## src/rtl/mul_result_queue.sv

```systemverilog
// mul_result_queue: buffers multiplier result words for one vector
// instruction and streams them, in order, to the VRF write port.
// An issue handshake arms two counters with the instruction length: one
// counts result words still to be accepted, the other counts words still
// to be written. done_o pulses one cycle after the final write.
//
// Optional feature: define MUL_RESULT_QUEUE_PERF_EN to add stall_cnt_o,
// a saturating count of cycles where a write is offered but not taken.
module mul_result_queue #(
  parameter int Depth    = 4,
  parameter int CntWidth = 16
) (
  input  logic                clk_i,
  input  logic                rst_ni,
  input  logic                issue_valid_i,
  output logic                issue_ready_o,
  input  logic [CntWidth-1:0] issue_len_i,
  input  logic [63:0]         result_i,
  input  logic [7:0]          mask_i,
  input  logic                valid_i,
  output logic                ready_o,
  output logic [63:0]         wdata_o,
  output logic [7:0]          wbe_o,
  output logic                wvalid_o,
  input  logic                wready_i,
  output logic                done_o
`ifdef MUL_RESULT_QUEUE_PERF_EN
  ,
  output logic [31:0]         stall_cnt_o
`endif
);

  localparam int PtrW = $clog2(Depth);
  localparam int OccW = $clog2(Depth) + 1;
  localparam logic [OccW-1:0] FullOcc = OccW'(Depth);

  localparam logic [1:0] IDLE   = 2'd0;
  localparam logic [1:0] ACTIVE = 2'd1;
  localparam logic [1:0] DRAIN  = 2'd2;

  logic [1:0]          r_state;
  logic [1:0]          w_state_nxt;
  logic                w_done_nxt;
  logic                r_done;
  logic [CntWidth-1:0] r_acc_cnt;
  logic [CntWidth-1:0] r_wr_cnt;
  logic [PtrW-1:0]     r_wr_ptr;
  logic [PtrW-1:0]     r_rd_ptr;
  logic [OccW-1:0]     r_occ;
  logic [63:0]         r_mem_data [Depth];
  logic [7:0]          r_mem_be   [Depth];

  logic w_full;
  logic w_empty;
  logic w_issue;
  logic w_push;
  logic w_pop;
  logic w_last_acc;
  logic w_last_wr;

  assign w_full     = (r_occ == FullOcc);
  assign w_empty    = (r_occ == '0);
  assign w_last_acc = (r_acc_cnt == CntWidth'(1));
  assign w_last_wr  = (r_wr_cnt == CntWidth'(1));

  // Handshake qualifiers; ready_o depends only on registered state/occupancy
  assign issue_ready_o = (r_state == IDLE);
  assign ready_o       = (r_state == ACTIVE) & ~w_full;
  assign w_issue       = issue_valid_i & issue_ready_o;
  assign w_push        = valid_i & ready_o;
  assign w_pop         = wvalid_o & wready_i;

  // Head of queue drives the write port; forced to zero while nothing is held
  assign wvalid_o = ~w_empty;
  assign wdata_o  = w_empty ? 64'd0 : r_mem_data[r_rd_ptr];
  assign wbe_o    = w_empty ? 8'd0  : r_mem_be[r_rd_ptr];
  assign done_o   = r_done;

  // Next-state and completion decode
  always_comb begin
    w_state_nxt = r_state;
    w_done_nxt  = 1'b0;
    case (r_state)
      IDLE: begin
        if (w_issue) begin
          if (issue_len_i != '0) begin
            w_state_nxt = ACTIVE;
          end else begin
            // Zero-length instruction completes without touching the queue
            w_done_nxt = 1'b1;
          end
        end
      end
      ACTIVE: begin
        if (w_push && w_last_acc) begin
          w_state_nxt = DRAIN;
        end
      end
      DRAIN: begin
        w_state_nxt = DRAIN;
      end
      default: begin
        w_state_nxt = IDLE;
      end
    endcase
    // The final write always ends the instruction, whatever state it lands in
    if ((r_state != IDLE) && w_pop && w_last_wr) begin
      w_state_nxt = IDLE;
      w_done_nxt  = 1'b1;
    end
  end

  // State register and one-cycle done pulse
  always_ff @(posedge clk_i or negedge rst_ni) begin
    if (!rst_ni) begin
      r_state <= IDLE;
      r_done  <= 1'b0;
    end else begin
      r_state <= w_state_nxt;
      r_done  <= w_done_nxt;
    end
  end

  // Accepted/written word counters, armed on issue and drained by handshakes
  always_ff @(posedge clk_i or negedge rst_ni) begin
    if (!rst_ni) begin
      r_acc_cnt <= '0;
      r_wr_cnt  <= '0;
    end else if (w_issue) begin
      r_acc_cnt <= issue_len_i;
      r_wr_cnt  <= issue_len_i;
    end else begin
      if (w_push) begin
        r_acc_cnt <= r_acc_cnt - 1'b1;
      end
      if (w_pop) begin
        r_wr_cnt <= r_wr_cnt - 1'b1;
      end
    end
  end

  // Queue pointers wrap naturally because Depth is a power of two
  always_ff @(posedge clk_i or negedge rst_ni) begin
    if (!rst_ni) begin
      r_wr_ptr <= '0;
      r_rd_ptr <= '0;
    end else begin
      if (w_push) begin
        r_wr_ptr <= r_wr_ptr + 1'b1;
      end
      if (w_pop) begin
        r_rd_ptr <= r_rd_ptr + 1'b1;
      end
    end
  end

  // Occupancy count; a simultaneous push and pop leaves it unchanged
  always_ff @(posedge clk_i or negedge rst_ni) begin
    if (!rst_ni) begin
      r_occ <= '0;
    end else begin
      case ({w_push, w_pop})
        2'b10:   r_occ <= r_occ + 1'b1;
        2'b01:   r_occ <= r_occ - 1'b1;
        default: r_occ <= r_occ;
      endcase
    end
  end

  // Entry storage holds data only, so it carries no reset
  always_ff @(posedge clk_i) begin
    if (w_push) begin
      r_mem_data[r_wr_ptr] <= result_i;
      r_mem_be[r_wr_ptr]   <= mask_i;
    end
  end

`ifdef MUL_RESULT_QUEUE_PERF_EN
  logic [31:0] r_stall_cnt;

  function automatic logic [31:0] sat_inc32(input logic [31:0] val);
    if (val == 32'hFFFF_FFFF) begin
      return val;
    end
    return val + 32'd1;
  endfunction

  // Back-pressure counter: cleared per instruction, saturates at all-ones
  always_ff @(posedge clk_i or negedge rst_ni) begin
    if (!rst_ni) begin
      r_stall_cnt <= '0;
    end else if (w_issue) begin
      r_stall_cnt <= '0;
    end else if (wvalid_o && !wready_i) begin
      r_stall_cnt <= sat_inc32(r_stall_cnt);
    end
  end

  assign stall_cnt_o = r_stall_cnt;
`endif

endmodule
```

## config.mk

```make
export PLATFORM = sky130hd
export DESIGN_NAME = mul_result_queue
export DESIGN_NICKNAME = d
export VERILOG_FILES = /design/src/rtl/mul_result_queue.sv
export SDC_FILE = /design/constraint.sdc
export NUM_CORES = 1
export LEC_CHECK = 0
export CELL_PAD_IN_SITES_DETAIL_PLACEMENT = 0
export CELL_PAD_IN_SITES_GLOBAL_PLACEMENT = 1
export CORE_ASPECT_RATIO = 0.6
export CORE_MARGIN = 5
export CORE_UTILIZATION = 40
export DETAILED_ROUTE_END_ITERATION = 12
export PLACE_DENSITY = 0.82
export RECOVER_POWER = 50
export SETUP_SLACK_MARGIN = 0.02
export SYNTH_ARGS = -nofsm -noshare
export SYNTH_HDL_FRONTEND = slang
export SYNTH_SLANG_ARGS = --single-unit
```

## constraint.sdc

```tcl
create_clock -name clk_i -period 3.6 [get_ports clk_i]
set_clock_uncertainty 0.05 [all_clocks]
set_input_delay 0.72 -clock clk_i [delete_from_list [all_inputs] [get_ports clk_i]]
set_output_delay 0.72 -clock clk_i [all_outputs]
set_load 0.005 [all_outputs]
```

==> results.md <==
- Outcome: finished, violations left
- Failing checks: capacitance limit, slew limit
- HP Class: reg -> reg
- ANT nets after route: 0
- Synth top cells by count: edfxtp_1 (288), and2_1 (77), mux4_2 (72)
- RSZ-0062 raised after global routing: no
- DRC: 0
- Syn nets: 819
- Crit path depth: 4
- Cell Rows: 51
- Vias in the first global route: 7,424
- Setup TNS: 0 ps
- CP Buf/Inv Count: 2
- Setup bufs post-CTS: 0
- Clk pin slew, worst setup/hold paths: 70 ps
- Cell Chain, Critical Path: buf_4, mux4_2, and2_1, clkdlybuf4s50_1
- Switching pwr: 0.001428 W
- Distinct cells, synth: 44
- R2r setup slk: 830 ps
- GRT overflow: 0
- Mapped Cells: 713
- Final nets: 1,012
- Design Area, Final: 0.01665 mm²
- Power per cell area: 442.4 mW/mm²
- Mux contribution to synthesized area: 0.1233
- EDFF count, synth: 288
- Initial antenna violation count: 7
- Worst hold slack: 471.6 ps
- Asr flop ratio synth: 0.1273
- Synth top area share: 0.6518
- Worst setup endpoint: wbe_o[4]
- Die H: 151.1 µm
- Warnings from Yosys: 0
- CTS tree: built
- DP Wirelength: 19.14 mm
- Launching point of the worst reg2reg path: r_acc_cnt[4]
- Reg2reg end: r_state[0]
- Crit path DAT: 2590 ps
- Top FF cell, synth: edfxtp_1
- Crit. End Element: output pin
- Die W: 245.1 µm
- Syn avg cell area: 18.61 µm²
- Combinational power share: 0.018
- Synth Area in Compound Gates: 0.01726
- Post-CTS Hold Fix Bufs: 0
- Vias post-DR: 7,010
- CP startpoint: r_rd_ptr[1]
- Post-synthesis sequential area ratio: 0.7310
- #FFs+latches synth: 330
- First-pass iteration count of the detailed router: 5
- Max-Cap Viols: 1
- Area share of xor/xnor cells in the synthesized design: 0.02376
- Synthesized cell area: 0.01327 mm²
- LEAKAGE: 5.517 nW
- Hold Fails Final Rpt: 0
- Switching fraction of total power: 0.1938
- Top delay family on crit path: buffers and inverters
- Post-Synth Adder-Cell Area: 0.01282
- Share of cells above drive strength 1: 0.1688
- Worst-Margin Slew: 1636 ps
- Post-CTS sizing: 0
- Flop pwr share: 0.564
- First-pass GRT wire length: 44.98 mm
- Peak Freq: 297.3 MHz
- Clock share of power: 0.417
- Layout area overhead: 25.52%
- Root Driver: clkbuf_16
- CTS sink count: 330
- IO buf count: 168
- Final Critical Period: 3363 ps
- Htree depth: 1
- CTS max path bufs: 3
- CP required: 2830 ps
- Peak VDD IR: 0.0003000 V
- Global Route Usage Sum: 0.1574
- Largest net degree at the start of global routing: 66
- Core area: 0.03261 mm²
- Max-Slew Margin vs Limit: -0.09038
- Most common cell in the netlist: edfxtp_1
- Initial Util: 0.4069
- Fillers: 2,685
- CP max-delay cell: dfrtp_4
- Num CTS Buffers: 30
- Area contributors post-synth: edfxtp_1 (65%), mux4_2 (12%), dfrtp_1 (7.9%), and2_1 (3.6%), xor2_1 (1.3%)
- # setup viols final: 0
- Cell-internal power: 0.005940 W
- Avg WL per Cell: 20.99 µm
- DP Area: 0.01568 mm²
- Post-Synth Simple-Gate Area: 0.07742
- CP Max Fanout: 24
- WS Path Type: reg -> out
- DR iter-0 viols: 524
- Io pins: 169
- Worst Setup Start Kind: flip-flop
- Max Slew Vio Count: 26
- Critical Path Max Stage Delay: 700 ps
- Final Cycle Share: 0.9342
- Die area: 0.03703 mm²
- Final wirelength: 29.03 mm
- Post-detailed-route via-to-cell ratio: 5.069
- Area leader, netlist: edfxtp_1
- Worst r2r path cells: 5
- Largest family of logic cells by synthesized area: multiplexers
- RD Place Congestion: 0.8372
- Clk_lat worst skew: 560 ps
==> stage by stage <==
step | total power, W | cells | utilization | worst slack [ps]
after floorplan | 0.004242 | 713 | - | 70.02
after global placement | 0.004386 | 1317 | 0.4807 | 689.2
after detailed placement | 0.004392 | 1317 | 0.4807 | 681.2
after CTS | 0.007477 | 1373 | 0.5098 | 76.90
after global routing | 0.007628 | 1381 | 0.5106 | 109.3
final | 0.007369 | 1383 | 0.5108 | 236.8
==> power by group through the flow <==
stage	Clock, W	Combinational, W	Sequential [W]
after floorplan	0	0.000000961	0.00424
after global placement	0	0.000148	0.00424
after detailed placement	0	0.000153	0.00424
after CTS	0.00317	0.000154	0.00416
after global routing	0.00333	0.000148	0.00415
final	0.00308	0.000136	0.00416
==> flip-flops by register name, indices dropped and copies added (netlist names) <==
name / flops
r_wr_cnt: 16
done_o: 1
r_mem_data: 256
r_wr_ptr: 2
r_acc_cnt: 16
r_occ: 3
r_rd_ptr: 2
r_state: 2
r_mem_be: 32
==> cell families after synthesis <==
family                     Yosys count
and+or+nand+nor                    172
DFF                                330
muxes                               73
adders and majority gates           13
buffers and inverters               48
AOI/OAI and AO/OA                   41
xor gates and xnor gates            36
==> worst min-delay path by stage <==
stage / from / to / slack (ps) / depth (start not counted)
CTS: rst_ni / r_wr_ptr[0] / 130 / 1
floorplan: rst_ni / done_o / 370 / 0
global placement: r_occ[2] / r_occ[2] / 440 / 1
global route: r_occ[2] / r_occ[2] / 510 / 1
detailed placement: r_occ[2] / r_occ[2] / 450 / 1
finish: r_occ[2] / r_occ[2] / 470 / 1
==> cell type report <==
| class | count | area, µm² | share of cell area |
|---|---|---|---|
| Inverter | 15 | 56.30 | 0.003381 |
| Multi-Input combinational cell | 335 | 3378 | 0.2028 |
| Antenna cell | 3 | 7.507 | 0.0004508 |
| Sequential cell | 330 | 9707 | 0.5828 |
| Clock inverter | 23 | 166.4 | 0.009992 |
| Clock buffer | 33 | 783.3 | 0.04703 |
| Tap cell | 450 | 563.0 | 0.03381 |
| Timing Repair Buffer | 194 | 1993 | 0.1197 |
==> cell usage in the layout, fill, tap and decap left out, drive strengths merged, types with 16 or more instances in the layout <==
cell	instances
dfrtp	42
inv	16
and2	77
clkdlybuf4s50	94
nor2	29
a21oi	32
clkbuf	38
mux4	72
buf	22
edfxtp	288
xor2	20
clkinv	19
xnor2	16
dlygate4sd3	73
==> per-layer routing <==
layer,global-route usage,routed length (µm)
met1,0.2419,13950
met3,0.02910,1491
met5,0,21
met4,0.02887,597
met2,0.2397,12970
Note: power is estimated with default switching activity, not from simulation.
